File: src/rtl/countdown_pkg.sv
// Shared types and default widths for the countdown timer.
package countdown_pkg;

  typedef enum logic [1:0] {
    IDLE = 2'd0,
    RUN  = 2'd1,
    DONE = 2'd2
  } cd_state_t;

  localparam int DEFAULT_WIDTH    = 8;
  localparam int DEFAULT_PERIOD_W = 8;

endpackage

File: src/rtl/sat_counter.sv
// Saturating up-counter with synchronous clear; holds at all-ones.
module sat_counter #(
  parameter int W = 8
) (
  input  logic         clk,
  input  logic         rct,
  input  logic         i_clear,
  input  logic         i_inc,
  output logic [W-1:0] o_count
);

  logic [W-1:0] r_count;

  // NOTE: sequential state uses non-blocking assignments so every flop samples pre-edge values.
  always_ff @(posedge clk or posedge rct) begin
    if (rct) begin
      r_count <= '0;
    end else if (i_clear) begin
      r_count <= '0;
    end else if (i_inc && (r_count != '1)) begin
      r_count <= r_count + W'(1);
    end
  end

  assign o_count = r_count;

endmodule

File: src/rtl/countdown_timer.sv
// Programmable down-counter with load handshake, one-cycle done pulse,
// optional auto-reload and a saturating count of completed periods.
module countdown_timer
  import countdown_pkg::*;
#(
  parameter int WIDTH    = DEFAULT_WIDTH,
  parameter int PERIOD_W = DEFAULT_PERIOD_W
) (
  input  logic                clk,
  input  logic                rct,
  input  logic                load_valid,
  output logic                load_ready,
  input  logic [WIDTH-1:0]    load_value,
  input  logic                decr,
  input  logic                abort,
  input  logic                auto_reload,
  output logic [WIDTH-1:0]    count_reg,
  output logic                busy,
  output logic                done,
  output logic [PERIOD_W-1:0] periods
);

  localparam logic [WIDTH-1:0] ONE = WIDTH'(1);

  cd_state_t        r_state;
  cd_state_t        w_next_state;
  logic [WIDTH-1:0] r_count;
  logic [WIDTH-1:0] w_next_count;
  logic [WIDTH-1:0] r_reload;
  logic [WIDTH-1:0] w_next_reload;
  logic             w_load_fire;
  logic             w_in_done;

  always_ff @(posedge clk or posedge rct) begin
    if (rct) begin
      r_state  <= IDLE;
      r_count  <= '0;
      r_reload <= '0;
    end else begin
      r_state  <= w_next_state;
      r_count  <= w_next_count;
      r_reload <= w_next_reload;
    end
  end

  // NOTE: every output of this block is defaulted first so no path can infer a latch.
  always_comb begin
    w_next_state  = r_state;
    w_next_count  = r_count;
    w_next_reload = r_reload;
    w_load_fire   = 1'b0;
    unique case (r_state)
      IDLE: begin
        if (load_valid) begin
          w_load_fire   = 1'b1;
          w_next_count  = load_value;
          w_next_reload = load_value;
          w_next_state  = (load_value == '0) ? DONE : RUN;
        end
      end
      RUN: begin
        if (abort) begin
          w_next_state = IDLE;
        end else if (decr) begin
          if (r_count > ONE) begin
            w_next_count = r_count - ONE;
          end else begin
            w_next_count = '0;
            w_next_state = DONE;
          end
        end
      end
      DONE: begin
        if (abort) begin
          w_next_state = IDLE;
        end else if (auto_reload && (r_reload != '0)) begin
          w_next_count = r_reload;
          w_next_state = RUN;
        end else begin
          w_next_state = IDLE;
        end
      end
      default: begin
        w_next_state = IDLE;
      end
    endcase
  end

  assign w_in_done = (r_state == DONE);

  // Period count is cleared by an accepted load and bumped once per DONE cycle.
  sat_counter #(
    .W(PERIOD_W)
  ) u_periods (
    .clk    (clk),
    .rct    (rct),
    .i_clear(w_load_fire),
    .i_inc  (w_in_done),
    .o_count(periods)
  );

  assign load_ready = (r_state == IDLE);
  assign busy       = (r_state != IDLE);
  assign done       = w_in_done;
  assign count_reg  = r_count;

endmodule

File: config.mk
export PLATFORM = sky130hd
export DESIGN_NAME = countdown_timer
export DESIGN_NICKNAME = d
export VERILOG_FILES = /design/src/rtl/countdown_pkg.sv /design/src/rtl/sat_counter.sv /design/src/rtl/countdown_timer.sv
export SDC_FILE = /design/constraint.sdc
export NUM_CORES = 1
export LEC_CHECK = 0
export CAP_MARGIN = 40
export CORE_MARGIN = 4
export CORE_UTILIZATION = 56
export CTS_CLUSTER_SIZE = 24
export DETAILED_ROUTE_END_ITERATION = 12
export PLACE_DENSITY = 0.85
export SLEW_MARGIN = 10
export SYNTH_ARGS = -nofsm -noshare
export SYNTH_HDL_FRONTEND = slang
export SYNTH_SLANG_ARGS = --single-unit
export TNS_END_PERCENT = 50
File: constraint.sdc
create_clock -name clk -period 4.5 [get_ports clk]
set_clock_uncertainty 0.05 [all_clocks]
set_input_delay 1.35 -clock clk [delete_from_list [all_inputs] [get_ports clk]]
set_output_delay 1.35 -clock clk [all_outputs]
set_load 0.02 [all_outputs]
======== After elaboration in Yosys (flattened, before gate mapping) ========
Index checks and enable logic that the tools add are counted.
word-level totals
  output and inout port bits .............. 19
  input bits .............................. 14
  register bits after elaboration ......... 26
operators by class
  mux-type cells .......................... 19
  magnitude comparators ................... 1
  reduce and logical (&&, ||, !) cells .... 11
  equal/unequal tests ..................... 10
  add/subtract/negate cells ............... 2
operator list
  kind                 number
  $mux 8               8
  $pmux 8 s3           1
  $mux 2               5
  $ne 2x2->1 const B   5
  $add 8x1->8 const B  1
  $gt 8x1->1 const B   1
  $logic_not 8->1      1
  $ne 8x8->1 const B   1
  $reduce_bool 8->1    1
  $sub 8x1->8 const B  1
  $ne 3x3->1 const B   2
  $pmux 2 s3           1
  $reduce_and 6->1     1
  $mux 1               4
  $reduce_bool 2->1    2
  $reduce_and 3->1     1
  $reduce_bool 3->1    1
  $eq 2x1->1 const B   1
  $eq 2x2->1 const B   1
  $logic_and 1x1->1    2
  $logic_not 2->1      1
  $reduce_and 2->1     1

======== Logic depth before layout (Yosys ltp) ========
Gate-level depths: netlist (run 1).
  depth after elaboration ................. 5
  gate-level depth with buffers ........... 7

======== By module ========
From an unflattened synthesis (run 1), not the netlist that was laid out.
second synthesis, totals
  cells, all modules ...................... 179
  area, all modules ....................... 1676.6 um^2
modules (own cells, without submodules)
  module           cells an instance  area an instance (um^2)  times used
  countdown_timer  130                1172.4                   1
  sat_counter      49                 504.2                    1

======== Worst setup path after synthesis (run 1) ========
No wires, ideal clock.
  path kind ............................... input -> register
  from .................................... in abort
  to ...................................... reg r_count[0], in the netlist count_reg[0]
  data arrival time ....................... 2.411 ns
  required time ........................... 4.325 ns
  library setup time ...................... 0.125 ns
  stages .................................. 4
  path buffers ............................ 0
  path slack .............................. 1.914 ns
  cell sequence ........................... nand2b_1 a211o_1 nor3_2 mux2_2
on the way
  word-level cells in the longest chain between the ends .. 2
  elaborated cells between the ends (all ways) .. 3
RTL lines
  item                          RTL line               text
  from (decl)                   countdown_timer.sv:15  input logic abort,
  $ne 2x2->1 (no line)          n/a
  $reduce_and 6->1 (no line) *  n/a
  to (signal assigned)          countdown_timer.sv:41  r_count <= w_next_count;
  to (decl)                     countdown_timer.sv:27  logic [WIDTH-1:0] r_count;
Mark *: on every way between the ends. The rest lies on a longest branch, timed or not.
A chain may end at the register's enable or synchronous reset.

======== Worst setup path after layout (run 1) ========
  from .................................... reg r_state[0]
  to ...................................... out done
on the way
  word-level cells in the longest chain between the ends .. 1
RTL lines
  item                    RTL line               text
  from (decl)             countdown_timer.sv:25  cd_state_t r_state;
  from (signal assigned)  countdown_timer.sv:40  r_state <= w_next_state;
  $eq 2x2->1              countdown_timer.sv:89  assign w_in_done = (r_state == DONE);
  to (decl)               countdown_timer.sv:19  output logic done,
Every way passes these cells.

==> results.md, run 1 <==
Outcome
- completed — outcome

Yosys
- 1.00 — share of async-settable or async-resettable flops after synthesis
- 0 — Syn. warnings
- 0.374 — fraction of the yosys area taken by sequential cells
- 0.0503 — post-synthesis adder-cell area fraction
- 56 — Unique masters post-synth
- 0 — EDFF count, synth
- 26 — register bit count reported by yosys
- 0.374 — area share of the largest cell type after synthesis
- sky130_fd_sc_hd__dfrtp_1 — primary flip-flop cell chosen by synthesis mapping
- sky130_fd_sc_hd__dfrtp_1 — most area-hungry cell type in the Yosys netlist
- sky130_fd_sc_hd__dfrtp_1, sky130_fd_sc_hd__nand2_1, sky130_fd_sc_hd__ha_1, sky130_fd_sc_hd__o211ai_1, sky130_fd_sc_hd__o311ai_1 — cells taking the most area after synthesis
- simple AND/OR/NAND/NOR gates — main combinational cell family by area after synthesis
- 0.0101 — xor/xnor cell area share of the yosys netlist
- 221 — total nets after synthesis
- 1740 sq um — area of the mapped netlist
- 0.256 — area fraction in and, or, nand and nor cells after synthesis
- 0.0252 — portion of netlist area occupied by mux cells
- 0.243 — fraction of the mapped netlist area in compound gates
- 8.70 sq um — syn avg cell area
- 200 — Post-Synthesis Cells

Timing
- no — RSZ-0062 raised after global routing
- 0 — Final Hold Violating Endpoints
- 0 — Setup-failing EPs final
- 292 MHz — achievable clock frequency
- 0.761 — Tcrit/Tclk final
- 3430 ps — post-route minimum period
- 509 ps — slew of the pin with the lowest slew margin
- 0 ps — total negative slack
- 0.658 — Max-Slew Margin vs Limit
- 0 — final max-slew violation count

Detailed routing
- 1694 — via count
- 5 — Initial DRT Pass Iterations
- 192 — DR iter-0 viols
- 0 — Final ANT Viol Nets
- 6.52 — DR vias/cell
- 0 — post-detailed-route DRC marker count
- 4280 um — total routed wirelength
- 16.5 um — DR WL/cell

Clocking
- done — clock tree from TritonCTS
- 310 ps — insertion delay of the later-clocked pin in the worst-skew pair
- 2 — maximum buffer depth of the clock tree
- 0 — Resize count post-CTS
- 1 — maximum level of the CTS H-tree
- sky130_fd_sc_hd__clkbuf_4 — buffer type at the clock tree root
- 3 — number of buffers added by the clock tree synthesis step
- 0 — CTS hold repair buffers
- 0 — postcts setup bufs
- 26 — Clock Sinks
- 130 ps — Clock Pin Slew Worst Setup and Hold Paths

Worst setup path
- 16 — maximum fanout count along the critical path
- r_state[0] — startpoint of the worst setup timing path
- buffers and inverters — cell family with most CP delay
- inv_1, ha_1, clkdlybuf4s50_1 — worst path cell trace
- count_reg[1] — endpoint of the worst-slack reg-to-reg timing path
- 2030 ps — arrival time at the worst endpoint
- 2350 ps — R2R Setup Slk
- output port — kind of end point of the critical path
- sky130_fd_sc_hd__clkdlybuf4s50_1 — worst-path cell with the longest stage delay
- 3100 ps — CP required
- 6 — cell depth of the worst flop-to-flop path
- 3 — number of logic stages on the critical path including buffering
- flip-flop — startpoint type of the worst setup path
- done — critical path endpoint
- flip-flop to output port — classification of the worst setup path
- r_state[0] — reg-to-reg critical path startpoint
- 2 — buffer and inverter count on the worst path
- 710 ps — crit-path max cell delay

Global routing
- 0 — Congestion Overflow GR
- 7380 um — wire length of the first global-routing pass
- 1612 — via count of the first global-routing pass
- 0.224 — all-layer global routing usage
- 0 — initial antenna violation count
- 18 — largest net degree at the start of global routing

Cells and area
- 2110 sq um — cell area after layout
- 252 — net count reported at finish
- 21.3% — area grow syn2layout
- 224 — layout filler cell count
- 0.0655 — fraction of layout cells with a size suffix above 1
- sky130_fd_sc_hd__nand2_1, sky130_fd_sc_hd__clkdlybuf4s50_1, sky130_fd_sc_hd__dfrtp_1 — commonest cells after routing, fill and taps aside
- sky130_fd_sc_hd__nand2_1 — most common cell after layout, fill and taps aside
- 0 — number of antenna repair diodes

Placed design
- 3320 um — placed wire-length estimate
- 2090 sq um — cell area after placement
- 0.900 — Final Wtd Congestion
- 32 — PortBufs

Die
- 2850 sq um — Core Area
- 63.8 um — width of the die
- 33 — I/O pin count
- 19 — Site Rows
- 0.610 — effective utilization at floorplan
- 63.8 um — die span in y
- 4060 sq um — die area

Run
- 0 — Max-Cap Viols

Pwr
- 649 nW/um^2 — Pwr Density
- 0.308 mV — peak ir drop on the vdd network
- 0.889 nW — P_leak

Worst hold path
- flip-flop to flip-flop — classification of the worst-slack hold path

[synthesized netlist by cell type, drive strengths merged (2+ instances only)]
cell    number
nand2       40
a41o         2
or3          3
inv          9
o311ai       5
and2         2
ha           7
nand2b       5
o31ai        6
a31oi        5
o211ai       6
or2          4
nor2        11
or3b         2
nand4        2
o21ai        5
a21oi        8
a211o        3
o221ai       2
dfrtp       26
mux2         3
nor4         5
clkbuf       4
a32o         2
nor3         4
buf          3
nand3        5
[stage by stage]
step	util	power (mW)	setup slack, ps	cells	hold WS (ps)
floorplan	-	1.02	1910	200	418
finish	0.740	1.37	1070	260	477
CTS	0.740	1.37	1060	260	480
global placement	0.722	1.24	1390	256	438
detailed placement	0.732	1.27	1330	257	449
global route	0.740	1.48	988	260	499
[per-layer routing]
metal / part of all wire / global-route usage / up-vias
li1: - / - / 801
met1: 0.42 / 0.287 / 828
met2: 0.51 / 0.391 / 59
met3: 0.057 / 0.0333 / 6
met4: 0.012 / 0.0674 / 0
met5: 0 / 0 / -
[where the power goes]
| part | switching, mW | total, mW | internal (mW) |
|---|---|---|---|
| logic | 0.474 | 0.838 | 0.364 |
| registers | 0.113 | 0.436 | 0.322 |
| clock network | 0.0643 | 0.0956 | 0.0313 |
[worst min-delay path, stage by stage (launching register included)]
cell and delay [ps]:
sky130_fd_sc_hd__dfrtp_1 380, sky130_fd_sc_hd__nand2_1 60, sky130_fd_sc_hd__nand2_1 60
[worst min path at each step]
stage          depth (start not counted)         from     endpoint
4_1_cts                                2  r_reload[7]  r_reload[7]
3_5_place_dp                           2  r_reload[7]  r_reload[7]
2_1_floorplan                          2  r_reload[0]  r_reload[0]
3_3_place_gp                           2  r_reload[5]  r_reload[5]
6_report                               2  r_reload[5]  r_reload[5]
5_1_grt                                2  r_reload[7]  r_reload[7]
[cell families after synthesis]
logic type | count (synthesis)
xor gates and xnor gates | 2
DFF | 26
adders and majority gates | 7
AOI/OAI and AO/OA | 55
buffers and inverters | 16
muxes | 4
and+or+nand+nor | 90
[layout make-up]
| class | count | area, sq um | area share |
|---|---|---|---|
| clock buffer | 3 | 22.5 | 0.0107 |
| sequential | 26 | 651 | 0.308 |
| tap | 31 | 38.8 | 0.0184 |
| timing repair buffer | 33 | 348 | 0.165 |
| inverter | 9 | 33.8 | 0.0160 |
| multi-input combinational | 158 | 1020 | 0.482 |
(Power assumes the default switching activity.)
==> run 2: changes to the inputs <==
CORE_UTILIZATION = 47   (was 56)
PLACE_DENSITY = 0.76   (was 0.85)
clock period = 3 ns   (was 4.5 ns; I/O delays follow)
==> run 2 against run 1 <==
Compared with the run above: count of clock-buffer cells in the layout is the same; non-clock buffer count grew 3; via count shrank 2.3%; clock power grew to 3.1 times the previous value; final cell count grew 7.3%; global-route usage shrank 1.5 points; sequential power grew 52%; core utilization shrank 11 points; highest routed layer unchanged.
==> results.md, run 2 (synthesized netlist as in run 1, its figures left out) <==
Worst hold path
- flip-flop to flip-flop — classification of the worst-slack hold path

Clocking
- 2 — maximum buffer depth of the clock tree, unchanged
- 0 — postcts setup bufs, unchanged
- 0 — CTS hold repair buffers, unchanged
- sky130_fd_sc_hd__clkbuf_8 — buffer type at the clock tree root
- 280 ps — insertion delay of the later-clocked pin in the worst-skew pair, -30 ps
- 1 — maximum level of the CTS H-tree, unchanged
- 0 — Resize count post-CTS, unchanged
- 100 ps — Clock Pin Slew Worst Setup and Hold Paths, -30 ps
- 3 — number of buffers added by the clock tree synthesis step, unchanged
- done — clock tree from TritonCTS
- 26 — Clock Sinks, unchanged

Pwr
- 0.653 mV — peak ir drop on the vdd network, +110%
- 0.919 nW — P_leak, +3.3%
- 1.00 mW — switching component of the power, +54%
- 2.23 mW — overall power after layout, +63%
- 1.22 mW — design internal power, +71%
- 0.297 — register share of total power, -0.021
- 0.450 — Sw Share, -0.0258
- 0.132 — share of total power in the clock network, +0.062
- 1020 nW/um^2 — Pwr Density, +58%
- 0.570 — combinational cell fraction of total power, -0.042

Placed design
- 0.856 — Final Wtd Congestion, -4.9%
- 2110 sq um — cell area after placement, +1.0%
- 275 — placed cell count, +7.0%
- 345 ps — setup slack after placement, -984 ps
- 3300 um — placed wire-length estimate, -0.44%
- 32 — PortBufs, unchanged

Timing
- 370 MHz — achievable clock frequency
- 480 ps — final hold slack, +3.30 ps
- no — RSZ-0062 raised after global routing
- 0 — Setup-failing EPs final, unchanged
- 2710 ps — post-route minimum period
- 0 ps — total negative slack, unchanged
- 512 ps — slew of the pin with the lowest slew margin, +3.42 ps
- 0 — final max-slew violation count, unchanged
- 0.656 — Max-Slew Margin vs Limit, -0.00230
- 295 ps — setup ws final, -779 ps
- 0 — Final Hold Violating Endpoints, unchanged
- 0.902 — Tcrit/Tclk final

Die
- 33 — I/O pin count, unchanged
- 68.9 um — die span in y, +8.0%
- 3440 sq um — Core Area, +21%
- 68.9 um — width of the die, +8.0%
- 4740 sq um — die area, +17%
- 0.506 — effective utilization at floorplan, -0.104
- 21 — Site Rows, +2

Cells and area
- 0.634 — Final Util, -0.106
- 279 — non-filler cells in the finished layout, +7.3%
- 0 — number of antenna repair diodes, unchanged
- sky130_fd_sc_hd__nand2_1 — most common cell after layout, fill and taps aside
- 312 — layout filler cell count, +39%
- 0.0815 — fraction of layout cells with a size suffix above 1, +0.0160
- 255 — net count reported at finish, +1.2%
- 2180 sq um — cell area after layout, +3.3%
- 25.3% — area grow syn2layout
- sky130_fd_sc_hd__nand2_1, sky130_fd_sc_hd__clkdlybuf4s50_1, sky130_fd_sc_hd__dfrtp_1 — commonest cells after routing, fill and taps aside

Detailed routing
- 168 — DR iter-0 viols, -13%
- 0 — post-detailed-route DRC marker count, unchanged
- 4 — Initial DRT Pass Iterations, -1
- 0 — Final ANT Viol Nets, unchanged
- 1655 — via count, -2.3%
- 4460 um — total routed wirelength, +4.3%
- 5.93 — DR vias/cell, -9.0%
- 16.0 um — DR WL/cell, -2.8%

Worst setup path
- flip-flop to output port — classification of the worst setup path
- flip-flop — startpoint type of the worst setup path
- 1760 ps — arrival time at the worst endpoint, -270 ps
- 6 — maximum fanout count along the critical path, -10
- output port — kind of end point of the critical path
- 2050 ps — CP required, -1050 ps

Global routing
- 27 — largest net degree at the start of global routing, +9
- 0 — Congestion Overflow GR, unchanged
- 7410 um — wire length of the first global-routing pass, +0.37%
- 1550 — via count of the first global-routing pass, -3.8%
- 0.209 — all-layer global routing usage, -0.0149
- 0 — initial antenna violation count, unchanged

Outcome
- completed — outcome

Run
- 0 — Max-Cap Viols, unchanged

run 2: changes by cell type in the layout (fill, tap and decap cells not counted), sizes merged:
| cell | delta |
|---|---|
| bufinv | +1 |
| buf | +3 |
run 2: layer usage:
layer | track usage | wire length [um] | up-vias
met4 | 0.0584 | 53 | 0
met1 | 0.296 | 2090 | 789
li1 | - | - | 814
met5 | 0 | 0 | -
met3 | 0.0405 | 209 | 6
met2 | 0.324 | 2110 | 46
run 2: worst max-delay path, stage by stage, from the launching register on:
cell and delay [ps]:
sky130_fd_sc_hd__dfrtp_1 420, sky130_fd_sc_hd__inv_1 90, sky130_fd_sc_hd__ha_1 270, sky130_fd_sc_hd__inv_1 100, sky130_fd_sc_hd__clkdlybuf4s50_1 610
run 2: area by class of cell:
cell class	count	area, sq um	share of cell area
Sequential cell	26	651	0.298
Tap cell	46	57.6	0.0264
Clock inverter	1	30.0	0.0138
Clock buffer	3	41.3	0.0189
Multi-Input combinational cell	158	1020	0.466
Inverter	9	33.8	0.0155
Timing Repair Buffer	36	350	0.161
run 2: worst paths after layout:
path / from / depth (start not counted) / end / slack (ps)
worst max-delay path: r_state[0] / 4 / busy / 290
worst min-delay path: r_reload[4] / 2 / r_reload[4] / 480
worst max register to register: count_reg[0] / 6 / r_state[1] / 820
worst min register to register: r_reload[4] / 2 / r_reload[4] / 480
max in group asynchronous: rct / 3 / r_reload[1] / 1720
min in group asynchronous: rct / 3 / r_reload[7] / 920
run 2: power by group through the flow:
stage	clock (mW)	sequential [mW]	combinational, mW
floorplan	0	0.696	0.835
global placement	0	0.659	1.26
detailed placement	0	0.662	1.26
CTS	0.303	0.656	1.27
global route	0.318	0.687	1.41
finish	0.295	0.662	1.27
